File: config.mk
export PLATFORM = sky130hd
export DESIGN_NAME = instr_encoder_loader
export DESIGN_NICKNAME = d
export VERILOG_FILES = /design/src/rtl/cpu_pkg.sv /design/src/rtl/instr_field_packer.sv /design/src/rtl/instr_encoder_loader.sv
export SDC_FILE = /design/constraint.sdc
export NUM_CORES = 1
export LEC_CHECK = 0
export CAP_MARGIN = 5
export CELL_PAD_IN_SITES_DETAIL_PLACEMENT = 1
export CELL_PAD_IN_SITES_GLOBAL_PLACEMENT = 1
export CORE_MARGIN = 3
export CORE_UTILIZATION = 28
export DETAILED_ROUTE_END_ITERATION = 10
export PLACE_DENSITY = 0.83
export SYNTH_ARGS = -nofsm -noshare
export SYNTH_HDL_FRONTEND = slang
export SYNTH_SLANG_ARGS = --single-unit
export TNS_END_PERCENT = 10
File: constraint.sdc
create_clock -name clk_i -period 1.4 [get_ports clk_i]
set_input_delay 0.14 -clock clk_i [delete_from_list [all_inputs] [get_ports clk_i]]
set_output_delay 0.14 -clock clk_i [all_outputs]
set_load 0.03 [all_outputs]
File: src/rtl/cpu_pkg.sv
// cpu_pkg: opcodes, instruction kinds and loader states shared by the loader and the control decoder
package cpu_pkg;
    localparam logic [5:0] OP_RTYPE = 6'b000000;
    localparam logic [5:0] OP_ADDI  = 6'b001000;
    localparam logic [5:0] OP_BEQ   = 6'b000100;
    localparam logic [5:0] OP_BNE   = 6'b000101;
    localparam logic [5:0] OP_SLTI  = 6'b001010;
    localparam logic [5:0] OP_SLTIU = 6'b001011;
    localparam logic [5:0] OP_LUI   = 6'b001111;
    localparam logic [5:0] OP_ORI   = 6'b001101;

    typedef enum logic [2:0] {
        KIND_R, KIND_ADDI, KIND_BEQ, KIND_BNE, KIND_SLTI, KIND_SLTIU, KIND_LUI, KIND_ORI
    } kind_e;

    typedef enum logic [1:0] {ST_IDLE, ST_LOAD, ST_FLUSH, ST_DONE} ld_state_e;

    function automatic logic [5:0] kind_opcode(kind_e k);
        case (k)
            KIND_R:     return OP_RTYPE;
            KIND_ADDI:  return OP_ADDI;
            KIND_BEQ:   return OP_BEQ;
            KIND_BNE:   return OP_BNE;
            KIND_SLTI:  return OP_SLTI;
            KIND_SLTIU: return OP_SLTIU;
            KIND_LUI:   return OP_LUI;
            default:    return OP_ORI;
        endcase
    endfunction
endpackage

File: src/rtl/instr_field_packer.sv
// instr_field_packer: combinational packing of an instruction kind and its fields into a 32-bit MIPS word
// Ports: kind_i, rs_i, rt_i, rd_i, shamt_i, funct_i, imm_i -> word_o
module instr_field_packer
    import cpu_pkg::*;
(
    input  logic [2:0]  kind_i,
    input  logic [4:0]  rs_i,
    input  logic [4:0]  rt_i,
    input  logic [4:0]  rd_i,
    input  logic [4:0]  shamt_i,
    input  logic [5:0]  funct_i,
    input  logic [15:0] imm_i,
    output logic [31:0] word_o
);
    kind_e kind;
    assign kind = kind_e'(kind_i);
    // lui has no source register, so its rs field is forced to zero
    always_comb
        word_o = (kind == KIND_R) ? {OP_RTYPE, rs_i, rt_i, rd_i, shamt_i, funct_i}
                                  : {kind_opcode(kind), (kind == KIND_LUI) ? 5'd0 : rs_i, rt_i, imm_i};
endmodule

File: src/rtl/instr_encoder_loader.sv
// instr_encoder_loader: accepts instruction requests, encodes them and writes them into instruction memory
// Ports: clk_i/rst_i; start_i; req_* valid/ready request channel; mem_we_o/mem_addr_o/mem_wdata_o write port;
//        cpu_hold_o, busy_o, done_o, err_o, count_o status
module instr_encoder_loader
    import cpu_pkg::*;
#(
    parameter int ADDR_W = 5
) (
    input  logic              clk_i,
    input  logic              rst_i,
    input  logic              start_i,
    input  logic              req_valid_i,
    output logic              req_ready_o,
    input  logic [2:0]        req_kind_i,
    input  logic [4:0]        req_rs_i,
    input  logic [4:0]        req_rt_i,
    input  logic [4:0]        req_rd_i,
    input  logic [4:0]        req_shamt_i,
    input  logic [5:0]        req_funct_i,
    input  logic [15:0]       req_imm_i,
    input  logic              req_last_i,
    output logic              mem_we_o,
    output logic [ADDR_W+1:0] mem_addr_o,
    output logic [31:0]       mem_wdata_o,
    output logic              cpu_hold_o,
    output logic              busy_o,
    output logic              done_o,
    output logic              err_o,
    output logic [ADDR_W:0]   count_o
);
    ld_state_e         state_q, state_d;
    logic [ADDR_W:0]   acc_q, acc_d, cnt_q, cnt_d;
    logic              err_q, err_d, we_q, we_d;
    logic [ADDR_W+1:0] addr_q, addr_d;
    logic [31:0]       wdata_q, wdata_d, word;
    logic              hs, full_next;

    instr_field_packer u_packer (
        .kind_i  (req_kind_i),
        .rs_i    (req_rs_i),
        .rt_i    (req_rt_i),
        .rd_i    (req_rd_i),
        .shamt_i (req_shamt_i),
        .funct_i (req_funct_i),
        .imm_i   (req_imm_i),
        .word_o  (word)
    );

    // the top bit of the accepted count set means DEPTH words have been taken
    assign req_ready_o = (state_q == ST_LOAD) && !acc_q[ADDR_W];
    assign hs          = req_valid_i && req_ready_o;
    assign full_next   = &acc_q[ADDR_W-1:0];

    always_comb begin
        state_d = state_q;
        acc_d   = hs ? acc_q + 1'b1 : acc_q;
        cnt_d   = cnt_q + {{ADDR_W{1'b0}}, we_q};
        err_d   = err_q;
        we_d    = hs;
        // each accepted word is written one cycle later at 4x its acceptance index
        addr_d  = hs ? {acc_q[ADDR_W-1:0], 2'b00} : addr_q;
        wdata_d = hs ? word : wdata_q;
        case (state_q)
            ST_IDLE, ST_DONE: if (start_i) begin
                state_d = ST_LOAD;
                acc_d   = '0;
                cnt_d   = '0;
                err_d   = 1'b0;
            end
            ST_LOAD: if (hs && (req_last_i || full_next)) begin
                state_d = ST_FLUSH;
                err_d   = !req_last_i;
            end
            default: state_d = ST_DONE;
        endcase
    end

    always_ff @(posedge clk_i or posedge rst_i) begin
        if (rst_i) begin
            state_q <= ST_IDLE;
            acc_q   <= '0;
            cnt_q   <= '0;
            err_q   <= 1'b0;
            we_q    <= 1'b0;
            addr_q  <= '0;
            wdata_q <= '0;
        end else begin
            state_q <= state_d;
            acc_q   <= acc_d;
            cnt_q   <= cnt_d;
            err_q   <= err_d;
            we_q    <= we_d;
            addr_q  <= addr_d;
            wdata_q <= wdata_d;
        end
    end

    assign mem_we_o    = we_q;
    assign mem_addr_o  = addr_q;
    assign mem_wdata_o = wdata_q;
    assign busy_o      = (state_q == ST_LOAD) || (state_q == ST_FLUSH);
    assign cpu_hold_o  = busy_o;
    assign done_o      = state_q == ST_DONE;
    assign err_o       = err_q;
    assign count_o     = cnt_q;
endmodule

* Yosys cells after proc, flatten, opt, wreduce, memory -nomap -nowiden *
Index checks and enable logic that the tools add are counted.

word-level totals
  register bits after elaboration = 53
  input port bits = 50

operators by class
  $add $sub $neg = 2
  equality and inequality tests = 11
  muxes and demuxes = 14
  reductions and logical operators = 14

operators with widths
  kind                                                                   number
  30-bit 2-to-1 mux                                                      1
  6-bit 2-to-1 mux                                                       5
  4-bit case mux with 6 select lines                                     1
  3-bit equality test, second input constant                             3
  6-bit by 1-bit adder with 6-bit output                                 1
  6-bit by 1-bit adder with 6-bit output, second input constant          1
  3-bit by 2-bit equality test with 1-bit output, second input constant  2
  5-bit 2-to-1 mux                                                       1
  5-bit AND reduction                                                    1
  2-bit equality test, second input constant                             2
  2-bit 2-to-1 mux                                                       2
  2-bit case mux with 2 select lines                                     1
  3-bit by 1-bit equality test with 1-bit output, second input constant  1
  1-bit logical AND                                                      3
  3-bit logical NOT                                                      1
  3-bit AND reduction                                                    1
  2-bit by 1-bit equality test with 1-bit output, second input constant  1
  1-bit logical NOT                                                      2
  2-bit logical NOT                                                      1
  1-bit logical OR                                                       2
  1-bit 2-to-1 mux                                                       2
  2-bit by 1-bit != test with 1-bit output, second input constant        1
  2-bit != test, second input constant                                   1
  1-bit case mux with 2 select lines                                     1
  other kinds (3)                                                        3

* Depth between registers and ports, before layout *
Gate-level depths: netlist (run 1).

  word-level depth = 6
  gate-level depth with buffers = 7
  depth with buffers taken out = 6

* Hierarchy *
Synthesis (run 1) repeated with hierarchy kept, for this count alone.

unflattened totals
  cell total of the unflattened synthesis = 275
  area, all modules = 2543.7 um^2

modules (own cells, without submodules)
  module                instances  cells an instance  area an instance (um^2)  sequential area each (um^2)
  instr_encoder_loader  1          238                2203.4                   1326.3
  instr_field_packer    1          37                 340.3                    0.0

* Worst setup path before layout (run 1) *
Ideal clock, no wire load.

  kind = flip-flop to flip-flop
  start point = reg state_q[1]
  end point = reg err_q (netlist: err_o)
  arrival time = 1.332 ns
  data required time = 1.276 ns
  slack = -0.056 ns
  stages on the path, launching flop included = 6
  path buffers = 0
  period minus slack after synthesis = 1.456 ns
  cell sequence = dfrtp_1 > inv_1 > ha_1 > inv_1 > a211oi_1 > a211o_1

between the ends
  word-level cells in the longest chain between the ends = 6

RTL lines
  what                                                       line                                                    RTL
  start, declared                                            instr_encoder_loader.sv:31                              ld_state_e state_q, state_d;
  start signal, assigned                                     instr_encoder_loader.sv:88                              state_q <= state_d;
  2-bit by 1-bit equality test with 1-bit output             instr_encoder_loader.sv:50, instr_encoder_loader.sv:63
  1-bit logical AND                                          instr_encoder_loader.sv:50                              assign req_ready_o = (state_q == ST_LOAD) && !acc_q[ADDR_W];
  1-bit logical AND                                          instr_encoder_loader.sv:51                              assign hs = req_valid_i && req_ready_o;
  1-bit logical AND                                          instr_encoder_loader.sv:70                              ST_LOAD: if (hs && (req_last_i || full_next)) begin
  2-bit by 1-bit != test with 1-bit output (no source line)  n/a
  3-bit AND reduction (no source line)                       n/a
  end signal, assigned                                       instr_encoder_loader.sv:91                              err_q <= err_d;
  end, declared                                              instr_encoder_loader.sv:33                              logic err_q, err_d, we_q, we_d;

Parallel ways exist; a longest one is shown, timed or not.
A chain may end at the register's enable or synchronous reset.

* Worst setup path after layout (run 1) *
  start point = reg acc_q[0]
  end point = reg err_q (netlist: err_o)

between the ends
  word-level cells in the longest chain between the ends = 5

RTL lines
  what                                                       line                        RTL
  start, declared                                            instr_encoder_loader.sv:32  logic [ADDR_W:0] acc_q, acc_d, cnt_q, cnt_d;
  start signal, assigned                                     instr_encoder_loader.sv:81  acc_q <= '0;
  start signal, assigned                                     instr_encoder_loader.sv:89  acc_q <= acc_d;
  5-bit AND reduction                                        instr_encoder_loader.sv:52  assign full_next = &acc_q[ADDR_W-1:0];
  1-bit logical OR                                           instr_encoder_loader.sv:70
  1-bit logical AND                                          instr_encoder_loader.sv:70
  2-bit by 1-bit != test with 1-bit output (no source line)  n/a
  3-bit AND reduction (no source line)                       n/a

No other way between the ends.

==> out/results.txt, run 1 <==
first-pass GRT wire length = 11000 µm
sequential cell fraction of total power = 0.339
WP data arrival = 1660 ps
CP delay by family, top = compound AO/OA/AOI/OAI gates
Vias/cell = 4.49
worst setup path class = register to register
number of distinct library cells after synthesis = 36
Initial DRT Pass Iterations = 4
Die X = 96.8 µm
initial antenna violation count = 0
Synth Register Bits = 51
Die ar. = 9370 µm²
Final period util = 1.06
1st-iter DRT viols = 35
Clock Path Buffers = 2
CTS tree = yes
CP bufs+invs = 0
P&R area growth vs syn = 58.4%
RSZ-0062 raised after global routing = true
CORE AREA = 7850 µm²
post-DP HPWL = 5090 µm
nets = 401
Switch Pwr = 2.97 mW
clock sinks = 51
Pleak = 1.81 nW
Peak VDD IR = 0.840 mV
crit path time final = 1480 ps
yosys warns = 0
Power Density = 1840 nW/µm²
CP Capture Type = register
fill count = 907
Final ANT Viol Nets = 0
Final Max Slew Viols = 0
DR vias = 2011
switch share = 0.442
global route overflow = 0
Slowest-stage cell, CP = dfrtp_1
Worst Hold Class = input pin to asynchronous set/reset pin
CTS root buf = clkbuf_8
Internal Power = 3.75 mW
post-synthesis average cell area = 10.3 µm²
status = complete, but fails checks
largest net degree at the start of global routing = 33
Port Buf Inserts = 96
Overall Global Routing Usage = 0.139
Final Setup Violations = 2
most frequent cells in the layout = nand2_1 (58), dfrtp_1 (51), clkdlybuf4s50_1 (49), dlygate4sd2_1 (43), buf_4 (25)
Netlist Area Pre-Place = 2310 µm²
Storage cell area = 1280 µm²
routed wire length = 6320 µm
clk_lat worst skew = 300 ps
Final Hold Vio Count = 0
Antenna diodes = 0
share of cells above drive strength 1 = 0.156
max incr delay on CP = 370 ps
CP cell instances = ha_2 -> and3_4 -> ha_4 -> nor2_2 -> o21a_1 -> a211o_1
Die Span Y = 96.8 µm
Clock Skew = 6.70 ps
DR WL/cell = 14.1 µm
crit path setup slack, layout = -77.2 ps
Overall Power = 6.72 mW
clock buffers created by TritonCTS = 5
Max FO, Critical Path = 3
Max-cap violations = 0
clk slew on worst S/H paths = 100 ps
residual DRC count = 0
htree depth = 2
area of the multi-input gates = 980 µm²
placer's final routability congestion estimate = 0.725
Critical Path Start Type = register
commonest non-fill, non-tap cell in the layout = nand2_1
Seq/Total Area, Yosys = 0.553
vias in the first global route = 2261
Ports = 101
Req. time, crit path = 1590 ps
Clk pwr share = 0.127
combinational share of power = 0.535
Mapped Cells = 225
Starting Density = 0.294
WHS = 121 ps
row cnt = 32
fmax = 677 MHz
failing checks = setup timing
-- timing repair --
action / in CTS / in global routing
endpoints found under the setup margin: 76 / 16
pin swaps: 2 / 3
hold buffers: 0 / 0
gates resized for setup: 47 / 6
buffers inserted: 0 / 3
-- worst paths after layout --
path,from,to,slack (ps),cells after the start
hold reg to reg,mem_wdata_o[28],mem_wdata_o[28],480,2
min in group clk_i,req_rt_i[1],mem_wdata_o[17],370,3
max in group asynchronous,rst_i,acc_q[5],810,3
setup / recovery,acc_q[0],err_o,-80,6
hold / removal,rst_i,mem_wdata_o[7],120,2
setup reg to reg,acc_q[0],err_o,-80,6
-- state kept, by name (all words and copies together), names as in the netlist --
register and count:
mem_addr_o 5, mem_wdata_o 30, count_o 6, err_o 1
state_q 2, acc_q 6, mem_we_o 1
-- metrics by stage --
| stage | setup slack, ps | setup TNS [ps] | util | cells | area (µm²) |
|---|---|---|---|---|---|
| final | -77.2 | -95.3 | 0.466 | 448 | 3660 |
| after global routing | -162 | -451 | 0.466 | 448 | 3660 |
| after CTS | -89.3 | -113 | 0.460 | 445 | 3610 |
| after detailed placement | -129 | -2490 | 0.454 | 437 | 3560 |
| after global placement | -103 | -1260 | 0.454 | 437 | 3560 |
| after floorplan | -36.7 | -36.7 | - | 228 | 2360 |
-- cell type report --
class / count / share of cell area
Sequential cell: 51 / 0.349
Clock buffer: 5 / 0.0188
Clock inverter: 3 / 0.00513
Multi-Input combinational cell: 156 / 0.268
Tap cell: 102 / 0.0349
Inverter: 7 / 0.00718
Timing Repair Buffer: 124 / 0.317
-- cells by family (layout without fill, tap and decap cells) --
kind of cell,Yosys count,in the layout,synth area share
muxes,16,16,0.0694
xor gates and xnor gates,5,5,0.0190
AOI/OAI and AO/OA,42,42,0.112
other,1,4,0.00162
and+or+nand+nor,83,83,0.161
adders and majority gates,6,6,0.0325
DFF,51,51,0.553
buffers and inverters,21,139,0.0520
-- routing by layer --
metal	wire length, µm	track usage	part of all wire
met1	2590	0.166	0.41
met3	358	0.0389	0.057
met5	0	0	0
met4	62	0.0292	0.0098
met2	3310	0.251	0.52
-- synth_stat cells (all sizes together) --
library cell  count  area share
a22o              5       0.019
nor2              7       0.011
a31oi             1      0.0027
nand3             3      0.0065
conb              1      0.0016
nor4b             1      0.0038
o31ai             2      0.0065
a21oi             6       0.013
dfrtp            51        0.55
nand3b            1      0.0049
clkbuf            2      0.0033
nor3              2      0.0092
or3               2      0.0054
mux2i            16       0.069
nor2b             2      0.0054
a211o             1      0.0038
and2              3      0.0081
xor2              3       0.011
nand2b            2      0.0054
inv               7       0.011
and3              1      0.0027
nand4b            1      0.0038
nand2            58       0.094
o211ai            3      0.0098
a211oi            1      0.0033
o21ai            21       0.047
o21a              2      0.0065
buf              12       0.037
ha                6       0.033
xnor2             2      0.0076
-- power by group through the flow --
| stage | registers (mW) | logic, mW | clock network, mW |
|---|---|---|---|
| global placement | 2.30 | 3.75 | 0 |
| floorplan | 3.25 | 1.19 | 0 |
| CTS | 2.29 | 3.55 | 0.898 |
| detailed placement | 2.32 | 3.86 | 0 |
| finish | 2.27 | 3.59 | 0.852 |
| global route | 2.35 | 3.90 | 0.972 |
No activity file was read; power rests on OpenSTA's default activity.
==> run 2, diff against run 1 <==
CORE_MARGIN = not set   (was 3)
TNS_END_PERCENT = not set   (was 10)
==> run 2 against run 1 <==
The run still ends with setup timing left. Core utilization grew 0.94 points. Critical path depth is the same. Non-clock buffer count shrank 1. Count of clock-buffer cells in the layout grew 1. Register-to-register slack gained 30 ps. Sequential cell count is the same. Global-route usage grew 1.4 points. Critical endpoint unchanged. Largest power group unchanged.
==> out/results.txt, run 2 (synthesized netlist as in run 1, its figures left out) <==
global route overflow = 0 (unchanged)
M1 WL = 2800 µm (+8.0%)
fill count = 900 (-0.77%)
max incr delay on CP = 370 ps (about the same)
R2R Setup Slk = -40 ps (+30 ps)
Vias/cell = 4.56 (+1.5%)
worst setup path class = register to register
Port Buf Inserts = 96 (unchanged)
Max FO, Critical Path = 3 (unchanged)
Max-cap violations = 0 (unchanged)
Clock Skew = 6.02 ps (-0.676 ps)
failing checks = setup timing
Initial DRT Pass Iterations = 4 (unchanged)
Final ANT Viol Nets = 0 (unchanged)
htree depth = 2 (unchanged)
crit path time final = 1440 ps (-32.7 ps)
Final Hold Vio Count = 0 (unchanged)
Req. time, crit path = 1590 ps (about the same)
initial antenna violation count = 0 (unchanged)
Power Density = 1910 nW/µm² (+3.9%)
Die ar. = 8610 µm² (-8.1%)
fmax = 692 MHz (+2.3%)
clk slew on worst S/H paths = 90 ps (about the same)
Overall Power = 7.12 mW (+6.0%)
Peak VDD IR = 0.788 mV (-6.2%)
RSZ-0062 raised after global routing = true
number of flip-flops in the largest register = 30 (unchanged)
Final period util = 1.03 (-0.0233)
first-pass GRT wire length = 10400 µm (-5.0%)
Starting Density = 0.294 (unchanged)
FF-to-FF End = err_o
status = complete, but fails checks
DR WL/cell = 14.5 µm (+2.7%)
clock sinks = 51 (unchanged)
routed wire length = 6480 µm (+2.5%)
Pleak = 1.82 nW (+0.71%)
Slowest-stage cell, CP = dfrtp_1
Final Max Slew Viols = 0 (unchanged)
CTS root buf = clkbuf_8
most frequent cells in the layout = nand2_1 (58), dfrtp_1 (51), clkdlybuf4s50_1 (49), dlygate4sd2_1 (43), buf_4 (22)
Critical R2R Launch = acc_q[1]
WP data arrival = 1630 ps (-30 ps)
Storage cell area = 1280 µm² (unchanged)
Critical Path Start Type = register
DP Area = 3550 µm² (-0.35%)
DR WL met3 = 333 µm (-7.0%)
Ports = 101 (unchanged)
nets = 400 (-0.25%)
Die Span Y = 92.8 µm (-4.1%)
Final Setup Violations = 2 (unchanged)
DR vias = 2037 (+1.3%)
met2 wire length = 3330 µm (+0.64%)
vias in the first global route = 2152 (-4.8%)
placer's final routability congestion estimate = 0.758 (+4.5%)
residual DRC count = 0 (unchanged)
row cnt = 32 (unchanged)
clk_lat worst skew = 290 ps (about the same)
WHS = 203 ps (+81.3 ps)
Worst Hold Class = input pin to asynchronous set/reset pin
largest net degree at the start of global routing = 52 (+58%)
final core occ = 0.475 (+0.00941)
clock buffers created by TritonCTS = 5 (unchanged)
1st-iter DRT viols = 84 (+140%)
CORE AREA = 7850 µm² (unchanged)
Antenna diodes = 0 (unchanged)
Overall Global Routing Usage = 0.153 (+0.0140)
post-DP HPWL = 4950 µm (-2.6%)
Reg2Reg Depth = 6 (unchanged)
area of the multi-input gates = 1010 µm² (+2.7%)
commonest non-fill, non-tap cell in the layout = nand2_1
CTS tree = yes
CP Capture Type = register
top sig layer = met4
P&R area growth vs syn = 61.6%
Final Instance Area = 3730 µm² (+2.0%)
Die X = 92.8 µm (-4.1%)
share of cells above drive strength 1 = 0.162 (+0.00625)
crit path setup slack, layout = -44.5 ps (+32.7 ps)
Clock Path Buffers = 2 (unchanged)
CP cell instances = ha_2 -> and3_4 -> ha_4 -> nor2_2 -> o21a_1 -> a211o_1
-- run 2: cell types whose count changed in the layout (fill, tap and decap cells not counted), sizes merged --
cell,delta
bufinv,+2
clkbuf,+1
inv,-1
buf,-1
clkinv,-2
-- run 2: metal layers --
metal | track usage | vias up
li1 | - | 985
met5 | 0 | -
met1 | 0.180 | 990
met3 | 0.0353 | 2
met2 | 0.287 | 60
met4 | 0.0231 | 0
-- run 2: repair_timing --
item	in CTS	in global routing
setup buffers	2	0
pin swaps	4	2
setup endpoints to repair	57	15
gates resized for setup	55	9
hold buffers	0	0
endpoints found under the hold margin	0	0
-- run 2: worst max-delay path by stage --
stage | start | endpoint | slack [ps] | cells after the start
2_1_floorplan | acc_q[0] | err_o | -40 | 6
3_3_place_gp | req_valid_i | mem_wdata_o[24] | -100 | 4
3_5_place_dp | req_kind_i[0] | mem_wdata_o[22] | -200 | 5
4_1_cts | state_q[0] | req_ready_o | -50 | 4
5_1_grt | state_q[1] | req_ready_o | -110 | 5
6_report | acc_q[1] | err_o | -40 | 6
-- run 2: layout make-up --
cell class              count  share of cell area
flip-flops and latches     51               0.342
repair buffers            123               0.311
multi-input cells         156               0.270
well taps                 102              0.0342
clock buffers               6              0.0195
clock inverters             2              0.0161
inverters                   7             0.00771
-- run 2: metrics by stage --
step	setup TNS [ps]	cells	worst slack (ps)
global route	-617	447	-106
detailed placement	-2670	437	-202
floorplan	-36.7	228	-36.7
finish	-76.4	447	-44.5
CTS	-82.4	447	-47.4
global placement	-1450	437	-95.3
-- run 2: power by group --
| part | internal, mW | leakage, nW | switching, mW |
|---|---|---|---|
| sequential | 1.99 | 0.656 | 0.296 |
| clock | 0.715 | 0.0654 | 0.480 |
| combinational | 1.42 | 1.10 | 2.22 |
| total | 4.13 | 1.82 | 3.00 |
-- run 2: critical path, delay by kind of cell (launching register included) --
family,cells,cell delay [ps]
compound gates,2,450
fa+ha+maj,2,310
flops,1,370
simple gates,2,220
==> run 3, diff against run 2 <==
CTS_CLUSTER_DIAMETER = 200   (was not set)
==> results of run 3 <==
Same layout as run 2: the final DEF is identical, and so are final timing and power.
